[config.mk]
export PLATFORM = sky130hd
export DESIGN_NAME = alu_seq_ctrl
export DESIGN_NICKNAME = d
export VERILOG_FILES = /design/src/rtl/alu_seq_ctrl.sv
export SDC_FILE = /design/constraint.sdc
export NUM_CORES = 1
export LEC_CHECK = 0
export ABC_AREA = 1
export CORE_ASPECT_RATIO = 0.8
export CORE_MARGIN = 8
export CORE_UTILIZATION = 38
export CTS_CLUSTER_DIAMETER = 40
export DETAILED_ROUTE_END_ITERATION = 8
export HOLD_SLACK_MARGIN = 0.1
export REMOVE_ABC_BUFFERS = 1
export SLEW_MARGIN = 15
export SYNTH_ARGS = -nofsm -noshare
export SYNTH_HDL_FRONTEND = slang
export SYNTH_SLANG_ARGS = --single-unit
[constraint.sdc]
create_clock -name clk -period 2.5 [get_ports clk]
set_input_delay 0.25 -clock clk [delete_from_list [all_inputs] [get_ports clk]]
set_output_delay 0.25 -clock clk [all_outputs]
set_load 0.03 [all_outputs]
[src/rtl/alu_seq_ctrl.sv]
// Byte-serial sequencer for a 32-bit FP core: gathers two operands, issues one
// operation, waits (with timeout) for the result and streams it back out.
module alu_seq_ctrl #(
    parameter int TIMEOUT = 64
) (
    input  logic        clk,
    input  logic        rst,
    input  logic        start,
    input  logic [1:0]  opcode,
    input  logic [7:0]  in_byte,
    input  logic        in_valid,
    output logic        in_ready,
    output logic [7:0]  out_byte,
    output logic        out_valid,
    input  logic        out_ready,
    output logic [31:0] core_a,
    output logic [31:0] core_b,
    output logic [1:0]  core_op,
    output logic        core_start,
    input  logic        core_done,
    input  logic [31:0] core_result,
    output logic        done,
    output logic        err,
    output logic [3:0]  state
);

    // Handshake: a byte moves on any rising edge where valid and ready are both 1;
    // the producer holds its byte until then, stalls never advance the byte counter.

    typedef enum logic [3:0] {
        S_IDLE   = 4'd0,
        S_LOAD_A = 4'd1,
        S_LOAD_B = 4'd2,
        S_ISSUE  = 4'd3,
        S_WAIT   = 4'd4,
        S_UNLOAD = 4'd5,
        S_DONE   = 4'd6
    } state_t;

    localparam logic [31:0] QNAN      = 32'h7FC0_0000;
    localparam logic [7:0]  WAIT_LAST = 8'(TIMEOUT - 1);

    state_t      state_q, state_d;
    logic [1:0]  cnt_q, cnt_d;
    logic [7:0]  wait_q, wait_d;
    logic [31:0] a_q, a_d;
    logic [31:0] b_q, b_d;
    logic [31:0] res_q, res_d;
    logic [1:0]  op_q, op_d;
    logic        err_q, err_d;
    logic        in_ready_q, out_valid_q, core_start_q, done_q;
    logic [7:0]  out_byte_q;
    logic        in_acc, out_acc;

    assign in_acc  = in_valid & in_ready_q;
    assign out_acc = out_valid_q & out_ready;

    always_comb begin
        state_d = state_q;
        cnt_d   = cnt_q;
        wait_d  = wait_q;
        a_d     = a_q;
        b_d     = b_q;
        res_d   = res_q;
        op_d    = op_q;
        err_d   = err_q;
        case (state_q)
            S_IDLE: begin
                if (start) begin
                    state_d = S_LOAD_A;
                    op_d    = opcode;
                    err_d   = 1'b0;
                    cnt_d   = 2'd0;
                end
            end
            S_LOAD_A: begin
                if (in_acc) begin
                    a_d[{cnt_q, 3'b000} +: 8] = in_byte;
                    cnt_d = cnt_q + 2'd1;
                    if (cnt_q == 2'd3) state_d = S_LOAD_B;
                end
            end
            S_LOAD_B: begin
                if (in_acc) begin
                    b_d[{cnt_q, 3'b000} +: 8] = in_byte;
                    cnt_d = cnt_q + 2'd1;
                    if (cnt_q == 2'd3) state_d = S_ISSUE;
                end
            end
            S_ISSUE: begin
                state_d = S_WAIT;
                wait_d  = 8'd0;
            end
            S_WAIT: begin
                // A result arriving on the last allowed cycle still wins over the timeout.
                if (core_done) begin
                    res_d   = core_result;
                    state_d = S_UNLOAD;
                end else if (wait_q == WAIT_LAST) begin
                    res_d   = QNAN;
                    err_d   = 1'b1;
                    state_d = S_UNLOAD;
                end else begin
                    wait_d = wait_q + 8'd1;
                end
            end
            S_UNLOAD: begin
                if (out_acc) begin
                    cnt_d = cnt_q + 2'd1;
                    if (cnt_q == 2'd3) state_d = S_DONE;
                end
            end
            S_DONE:  state_d = S_IDLE;
            default: state_d = S_IDLE;
        endcase
    end

    always_ff @(posedge clk) begin
        if (rst) begin
            state_q      <= S_IDLE;
            cnt_q        <= 2'd0;
            wait_q       <= 8'd0;
            a_q          <= 32'd0;
            b_q          <= 32'd0;
            res_q        <= 32'd0;
            op_q         <= 2'd0;
            err_q        <= 1'b0;
            in_ready_q   <= 1'b0;
            out_valid_q  <= 1'b0;
            core_start_q <= 1'b0;
            done_q       <= 1'b0;
            out_byte_q   <= 8'd0;
        end else begin
            state_q      <= state_d;
            cnt_q        <= cnt_d;
            wait_q       <= wait_d;
            a_q          <= a_d;
            b_q          <= b_d;
            res_q        <= res_d;
            op_q         <= op_d;
            err_q        <= err_d;
            // Outputs are decoded from the next state so they line up with the registered state.
            in_ready_q   <= (state_d == S_LOAD_A) || (state_d == S_LOAD_B);
            out_valid_q  <= (state_d == S_UNLOAD);
            core_start_q <= (state_d == S_ISSUE);
            done_q       <= (state_d == S_DONE);
            if (state_d == S_UNLOAD) out_byte_q <= res_d[{cnt_d, 3'b000} +: 8];
        end
    end

    assign in_ready   = in_ready_q;
    assign out_valid  = out_valid_q;
    assign out_byte   = out_byte_q;
    assign core_start = core_start_q;
    assign done       = done_q;
    assign err        = err_q;
    assign core_a     = a_q;
    assign core_b     = b_q;
    assign core_op    = op_q;
    assign state      = state_q;

endmodule

[Word level (Yosys, flattened, before mapping)]
Cells that the tools add are included.
Operators by class
  bitwise gates (word level): 2
  reductions and logical operators: 10
  shift-type cells: 3
  muxes and demuxes: 26
  $add $sub $neg: 3
  divide/modulo/power cells: 0
  eq/ne operators: 16
  multiply operators: 0
  order comparisons: 0
Operators with widths (count)
  $mux 32: 3
  $bwmux 32: 2
  $mux 4: 9
  $shift 8x7->32 const A: 1
  $shiftx 32x6->8: 1
  $shiftx 8x7->32: 1
  $pmux 4 s6: 1
  $eq 4x2->1 const B: 4
  $eq 4x3->1 const B: 4
  $mux 8: 2
  $pmux 8 s2: 1
  $add 8x1->8 const B: 1
  $eq 4x1->1 const B: 2
  $eq 8x6->1 const B: 1
  $ne 2x2->1 const B: 4
  $neg 5->7: 1
  $mux 2: 3
  $pmux 2 s3: 1
  $reduce_and 2->1: 3
  $logic_not 4->1: 1
  $reduce_and 4->1: 1
  $reduce_bool 2->1: 2
  $mux 1: 3
  $reduce_and 3->1: 1
  6 further kinds: 7
Word-level totals
  logic and storage cells: 73
  register bits: 125
  bits in writable memories: 0
  ROM bits: 0
  output and inout port bits: 83
  latch bits: 0
  memories kept: 0

[Logic depth before layout (Yosys ltp)]
Gate-level depths: netlist (run 1).
  depth in word-level cells: 6
  mapped depth: 14
  gate-level depth less buffers: 13

[Least setup slack after synthesis (run 1)]
OpenSTA, ideal clock, no wires.
  kind: reg-to-reg
  start point: register cnt_q[0]
  end point: register out_byte_q[6], in the netlist out_byte[6]
  data arrival time: 1.802 ns
  cell stages (with the launch flop): 13
  slack: 0.589 ns
  data required time: 2.391 ns
  path buffers: 1
  cell sequence: dfxtp_1 buf_6 inv_1 ha_1 clkinv_1 nand2_1 nand4_1 nand3_2 inv_2 nand2_1 nand3_1 nand2_1 inv_1
On the way
  cells in the longest elaborated chain, start to end: 5
Ends and longest elaborated chain
  start, declared: RTL line 44  | logic [1:0] cnt_q, cnt_d;
  start signal, assigned: RTL line 135  | cnt_q <= cnt_d;
  parallel branches: the longest is 5 deep, another holds $add 2x1->2
  end signal, assigned: RTL line 147  | if (state_d == S_UNLOAD) out_byte_q <= res_d[{cnt_d, 3'b000} +: 8];
  end, declared: RTL line 52  | logic [7:0] out_byte_q;
Several ways; the timed one is not identified.
A chain may end at the register's enable or synchronous reset.

[Worst setup path in the final report (run 1)]
  start point: register cnt_q[1]
  end point: register out_byte_q[3], in the netlist out_byte[3]
Same word-level chain as after synthesis.

==> results.sh, run 1 <==
export IMPL_period_share_pct=86.08
export IMPL_fp_dieW_um=151.4
export IMPL_regArea_um2=2502
export IMPL_final_common_cell="nand2_1"
export IMPL_worst_slew_pin_slew_ns=0.9049
export IMPL_place_ws_ns=0.2834
export IMPL_wire_per_inst_um=14.83
export IMPL_routed_wl_um=16390
export IMPL_initial_core_util_pct=38.95
export IMPL_cts_resized=0
export IMPL_numCtsBuffers=17
export IMPL_die_area_um2=18810
export IMPL_skew_ns=0.01422
export IMPL_nets=962
export IMPL_final_layout_size_suffix_gt1_share_pct=8.252
export IMPL_cts_reportedPaths_clkPinSlew_ns=0.06
export IMPL_fin_ws_ns=0.3480
export IMPL_fill_cells=1404
export IMPL_dr_pass1_iters=5
export IMPL_h_tree_depth=4
export IMPL_antenna_found_initial=0
export IMPL_ctsHoldBuffers=0
export IMPL_placeableCoreArea_um2=14300
export IMPL_multi_input_area_um2=2666
export IMPL_grt_overflow_total=0
export IMPL_drv_cap=0
export IMPL_drt_initial_drc_count=292
export IMPL_hp_class="input port to register"
export IMPL_cts_tree="done"
export IMPL_start_kind="register"
export IMPL_dr_total_vias=5395
export IMPL_grt_pass1_wl_um=26510
export IMPL_post_dp_hpwl_um=11960
export IMPL_cp_arrival_ns=2.49
export IMPL_crit_path_max_fanout=9
export IMPL_grt_total_usage_pct=17.40
export IMPL_clockBufferDepth=2
export IMPL_post_cts_setup_buffers=0
export IMPL_outcome="finished clean"
export IMPL_synth_warnings=0
export IMPL_remaining_drc_errors=0
export IMPL_avgSynthCellArea_um2=7.113
export IMPL_antennaDiodeCount=0
export IMPL_final_antenna_net_count=0
export IMPL_post_route_util_pct=53.01
export IMPL_grt_max_degree=83
export IMPL_die_h_um=124.3
export IMPL_finalSetupTns_ns=0
export IMPL_fmax_mhz=464.7
export IMPL_slew_headroom_pct=39.68
export IMPL_synth_seq_cells=125
export IMPL_setup_violations=0
export IMPL_worstSetupPathType="register to register"
export IMPL_rsz0062_at_grt="no"
export IMPL_syn2layout_area_growth_pct=36.10
export IMPL_hold_viol=0
export IMPL_drv_slew=0
export IMPL_clock_sinks=125
export IMPL_clockRootBuffer="clkbuf_16"
export IMPL_portBuffers=130
export IMPL_synth_cell_type_count=37
export IMPL_mostFrequentLayoutCells="223 x nand2_1, 129 x clkdlybuf4s50_1, 125 x dfxtp_1"
export IMPL_irDropWorstVdd_v=0.0004924
export IMPL_cp_end_kind="register"
export IMPL_postSynthCellCount=783
export IMPL_io_pins=131
export IMPL_synth_area_um2=5569
export IMPL_yosysSeqAreaShare_pct=44.93
export IMPL_powerDensity_nw_per_um2=627.8
export IMPL_grt_pass1_vias=5196
export IMPL_leakage_uw=0.003060
export IMPL_hold_ws_ns=0.3940
export IMPL_gp_congestion=0.7823
export IMPL_reg2reg_slack_ns=0.35
export IMPL_core_rowCount=39
export IMPL_min_period_ns=2.152
export IMPL_clk_latency_ns=0.41
export IMPL_viasPerCell=4.882
export IMPL_crit_required_ns=2.84
==> metal layers <==
metal	GRT usage [%]	share of wire, %
met2	26.70	46
met1	23.34	48
met5	0	0
met3	4.394	5.5
met4	5.346	0.59
==> cells in the mapped netlist <==
master / instances / share of area, %
o21bai_1: 1 / 0.13
o21ai_1: 2 / 0.18
o21ai_0: 34 / 3.1
nand3_1: 55 / 4.9
o211a_1: 1 / 0.18
nor2_2: 4 / 0.45
clkbuf_2: 1 / 0.090
buf_2: 6 / 0.54
nand3_4: 1 / 0.31
nand2_4: 1 / 0.20
a31oi_1: 2 / 0.22
conb_1: 1 / 0.067
nor3_1: 17 / 1.5
clkinv_1: 2 / 0.13
xor2_1: 3 / 0.47
nand4_1: 4 / 0.45
nand2_1: 223 / 15
buf_1: 2 / 0.13
a21oi_2: 1 / 0.16
buf_4: 4 / 0.54
ha_1: 6 / 1.3
clkinv_2: 1 / 0.090
nor2_4: 9 / 1.8
a211oi_2: 2 / 0.45
buf_6: 5 / 1.0
or2_2: 4 / 0.45
nand3_2: 2 / 0.36
inv_1: 51 / 3.4
dfxtp_1: 125 / 45
nor2_1: 95 / 6.4
clkbuf_1: 11 / 0.74
nand2_2: 6 / 0.67
a31o_2: 1 / 0.16
nand3b_1: 7 / 0.94
inv_2: 7 / 0.47
a21oi_1: 79 / 7.1
or2_1: 7 / 0.79
==> state kept, by name, indices dropped and copies added (netlist names) <==
name,cells
core_a,32
core_b,32
res_q,32
out_byte,8
wait_q,8
state,4
cnt_q,2
core_op,2
core_start,1
done,1
err,1
in_ready,1
out_valid,1
==> worst max-delay path, stage by stage, from the launching register on <==
cell and delay [ns]:
dfxtp_1 0.40, inv_1 0.12, ha_1 0.40, clkinv_1 0.25
nand2_1 0.15, nand4_1 0.10, nand3_2 0.22, inv_2 0.14
nand3_1 0.12, nand2_1 0.07, a21oi_1 0.12
==> report_power, final <==
| group | switching [uW] | internal, uW | total (uW) |
|---|---|---|---|
| sequential | 5.60 | 2000 | 2000 |
| clock | 931 | 1630 | 2560 |
| combinational | 103 | 90.3 | 194 |
==> final cells by class <==
cell class,count,area share [%]
multi-input cells,568,35.18
flip-flops and latches,125,33.01
repair buffers,135,17.60
clock buffers,20,6.025
inverters,61,3.037
well taps,184,3.037
clock inverters,12,2.113
==> path summary, 6_finish.rpt <==
kind / from / end / cells after the start
max reg2reg: cnt_q[1] / out_byte[3] / 10
min reg2reg: core_a[6] / core_a[6] / 2
max: cnt_q[1] / out_byte[3] / 10
min: opcode[1] / core_op[1] / 3
==> kinds of logic (layout without fill, tap and decap cells) <==
logic type	after synthesis	count (layout)	synth area share, %
buf+inv	90	228	7.189
compound gates	123	123	11.64
simple gates	435	435	34.35
xor+xnor	3	3	0.4719
flops	125	125	44.93
fa+ha+maj	6	6	1.348
other cells	1	1	0.06734
==> stage by stage <==
stage | cells | area (um^2) | power, uW
CTS | 1105 | 7580 | 4802
global placement | 1073 | 6963 | 2239
detailed placement | 1073 | 6963 | 2242
finish | 1105 | 7580 | 4759
global route | 1105 | 7580 | 4925
floorplan | 754 | 5399 | 2107
Note: power is estimated with default switching activity, not from simulation.
==> run 2: changes to the inputs <==
--- a/config.mk
+++ b/config.mk
@@ -5,7 +5,6 @@
 export SDC_FILE = /design/constraint.sdc
 export NUM_CORES = 1
 export LEC_CHECK = 0
-export ABC_AREA = 1
 export CORE_ASPECT_RATIO = 0.8
 export CORE_MARGIN = 8
 export CORE_UTILIZATION = 38
==> results.sh, run 2 <==
export IMPL_setup_violations=0
export IMPL_gp_congestion=0.8009
export IMPL_whs_path_depth=2
export IMPL_grt_pass1_wl_um=24750
export IMPL_synth_cell_type_count=59
export IMPL_instances_no_fill=931
export IMPL_yosys_area_top_type="dfxtp_1"
export IMPL_cts_tree="done"
export IMPL_final_area_um2=7390
export IMPL_start_kind="register"
export IMPL_io_pins=131
export IMPL_antennaDiodeCount=0
export IMPL_crit_path_max_fanout=8
export IMPL_skew_ns=0.01228
export IMPL_grt_max_degree=64
export IMPL_slew_headroom_pct=58.38
export IMPL_synth_warnings=0
export IMPL_synth_area_um2=5250
export IMPL_dr_total_vias=4826
export IMPL_fill_cells=1263
export IMPL_h_tree_depth=4
export IMPL_dr_pass1_iters=5
export IMPL_yosysMostFrequentCell="nor2_1"
export IMPL_die_h_um=121.1
export IMPL_viasPerCell=5.184
export IMPL_synthArstFlopShare_pct=0
export IMPL_rsz0062_at_grt="yes"
export IMPL_placed_area_um2=6787
export IMPL_yosysTopAreaCellShare_pct=47.66
export IMPL_worstSetupPathType="register to register"
export IMPL_synth_seq_cells=125
export IMPL_hp_class="input port to register"
export IMPL_nets=792
export IMPL_hold_viol=0
export IMPL_remaining_drc_errors=0
export IMPL_final_layout_size_suffix_gt1_share_pct=12.38
export IMPL_avgSynthCellArea_um2=8.838
export IMPL_grt_total_usage_pct=17.16
export IMPL_antenna_found_initial=0
export IMPL_multi_input_area_um2=2487
export IMPL_initial_core_util_pct=38.74
export IMPL_fin_ws_ns=0.1147
export IMPL_routed_wl_um=15660
export IMPL_synth_edf_count=0
export IMPL_clockBufferDepth=2
export IMPL_min_period_ns=2.385
export IMPL_clk_latency_ns=0.41
export IMPL_die_area_um2=17860
export IMPL_postSynthCellCount=594
export IMPL_fp_dieW_um=147.4
export IMPL_finalSetupTns_ns=0
export IMPL_cp_end_kind="register"
export IMPL_clock_sinks=125
export IMPL_worst_slew_pin_slew_ns=0.6243
export IMPL_cp_arrival_ns=2.71
export IMPL_crit_required_ns=2.82
export IMPL_final_antenna_net_count=0
export IMPL_leakage_uw=0.002624
export IMPL_regArea_um2=2502
export IMPL_wire_per_inst_um=16.82
export IMPL_clockRootBuffer="clkbuf_16"
export IMPL_portBuffers=130
export IMPL_syn2layout_area_growth_pct=40.75
export IMPL_cts_reportedPaths_clkPinSlew_ns=0.06
export IMPL_mostFrequentLayoutCells="163 x nor2_1, 129 x clkdlybuf4s50_1, 125 x dfxtp_1"
export IMPL_yosysSeqAreaShare_pct=47.66
export IMPL_placeableCoreArea_um2=13550
export IMPL_drt_initial_drc_count=367
export IMPL_synth_ff_type="dfxtp_1"
export IMPL_drv_cap=0
export IMPL_irDropWorstVdd_v=0.0005804
export IMPL_powerDensity_nw_per_um2=628.5
export IMPL_numCtsBuffers=17
export IMPL_place_ws_ns=-0.2877
export IMPL_period_share_pct=95.41
export IMPL_final_common_cell="nor2_1"
export IMPL_outcome="finished clean"
export IMPL_synthTopCellsByCount="163 x nor2_1, 125 x dfxtp_1, 58 x a21oi_1, 46 x nand2_1, 34 x a22oi_1"
export IMPL_rr_worst_depth=7
export IMPL_synth_area_leaders="dfxtp_1 48%, nor2_1 12%, a21oi_1 5.5%"
export IMPL_fmax_mhz=419.2
export IMPL_hold_ws_ns=0.3340
export IMPL_place_inst=899
export IMPL_grt_overflow_total=0
export IMPL_core_rowCount=38
export IMPL_grt_pass1_vias=4744
export IMPL_drv_slew=0
export IMPL_post_dp_hpwl_um=11280
[run 2: cell count changes after synthesis, sizes merged, moves of 10 or more]
| cell | delta |
|---|---|
| nor3 | -11 |
| nor2 | +56 |
| a21oi | -22 |
| nand3 | -53 |
| inv | -55 |
| a22oi | +35 |
| clkbuf | +15 |
| nand2 | -183 |
| o21ai | -34 |
| or2 | -10 |
[run 2: what timing repair did]
action                                  4_1_cts  5_1_grt
buffers inserted                              0        0
endpoints found under the setup margin        8       22
hold buffers                                  0        0
pin swaps                                     0        0
resized for setup                             2        3
[run 2: worst max-delay path, cell delays in order (launching register included)]
cell	delay, ns
dfxtp_1	0.50
buf_4	0.18
o21bai_1	0.09
a221oi_2	0.39
buf_4	0.19
o2bb2ai_2	0.19
mux4_2	0.55
a211oi_2	0.22
[run 2: stage by stage]
step	total power, uW	util [%]
global route	4805	54.53
finish	4645	54.53
CTS	4688	54.45
floorplan	2090	-
detailed placement	2251	50.08
global placement	2248	50.08
[run 2: metal layers]
| metal | part of all wire (%) | vias up | track usage (%) |
|---|---|---|---|
| met5 | 0 | - | 0 |
| met4 | 0.93 | 0 | 4.895 |
| met3 | 6.2 | 10 | 5.143 |
| met2 | 47 | 146 | 27.46 |
| met1 | 46 | 2297 | 22.04 |
| li1 | - | 2373 | - |
[run 2: final cells by class]
type,instances,share of cell area (%)
clock buffer,19,5.994
inverter,3,0.1524
tap,180,3.048
timing repair buffer,164,21.37
clock inverter,13,1.913
sequential,125,33.86
multi-input combinational,427,33.66
[run 2: cell families after synthesis]
kind of cell	count (synthesis)	synth area share, %
fa+ha+maj	6	1.430
xor+xnor	9	1.502
mux	7	2.050
other cells	1	0.07143
buf+inv	42	5.315
flops	125	47.66
simple gates	259	21.85
compound gates	145	20.11
[run 2: final timing paths]
path                            startpoint           to  slack [ns]
worst min-delay path                   rst     res_q[2]        0.33
worst min register to register  core_a[23]   core_a[23]        0.48
worst max register to register    state[1]  out_byte[1]        0.11
worst max-delay path              state[1]  out_byte[1]        0.11
[run 2: report_power, final]
part | switching [uW] | total [uW] | internal [uW] | leakage [uW]
Combinational | 103 | 206 | 103 | 0.00134
Sequential | 5.26 | 2000 | 2000 | 0.00101
Clock | 940 | 2440 | 1500 | 0.000279
Total | 1050 | 4640 | 3600 | 0.00262
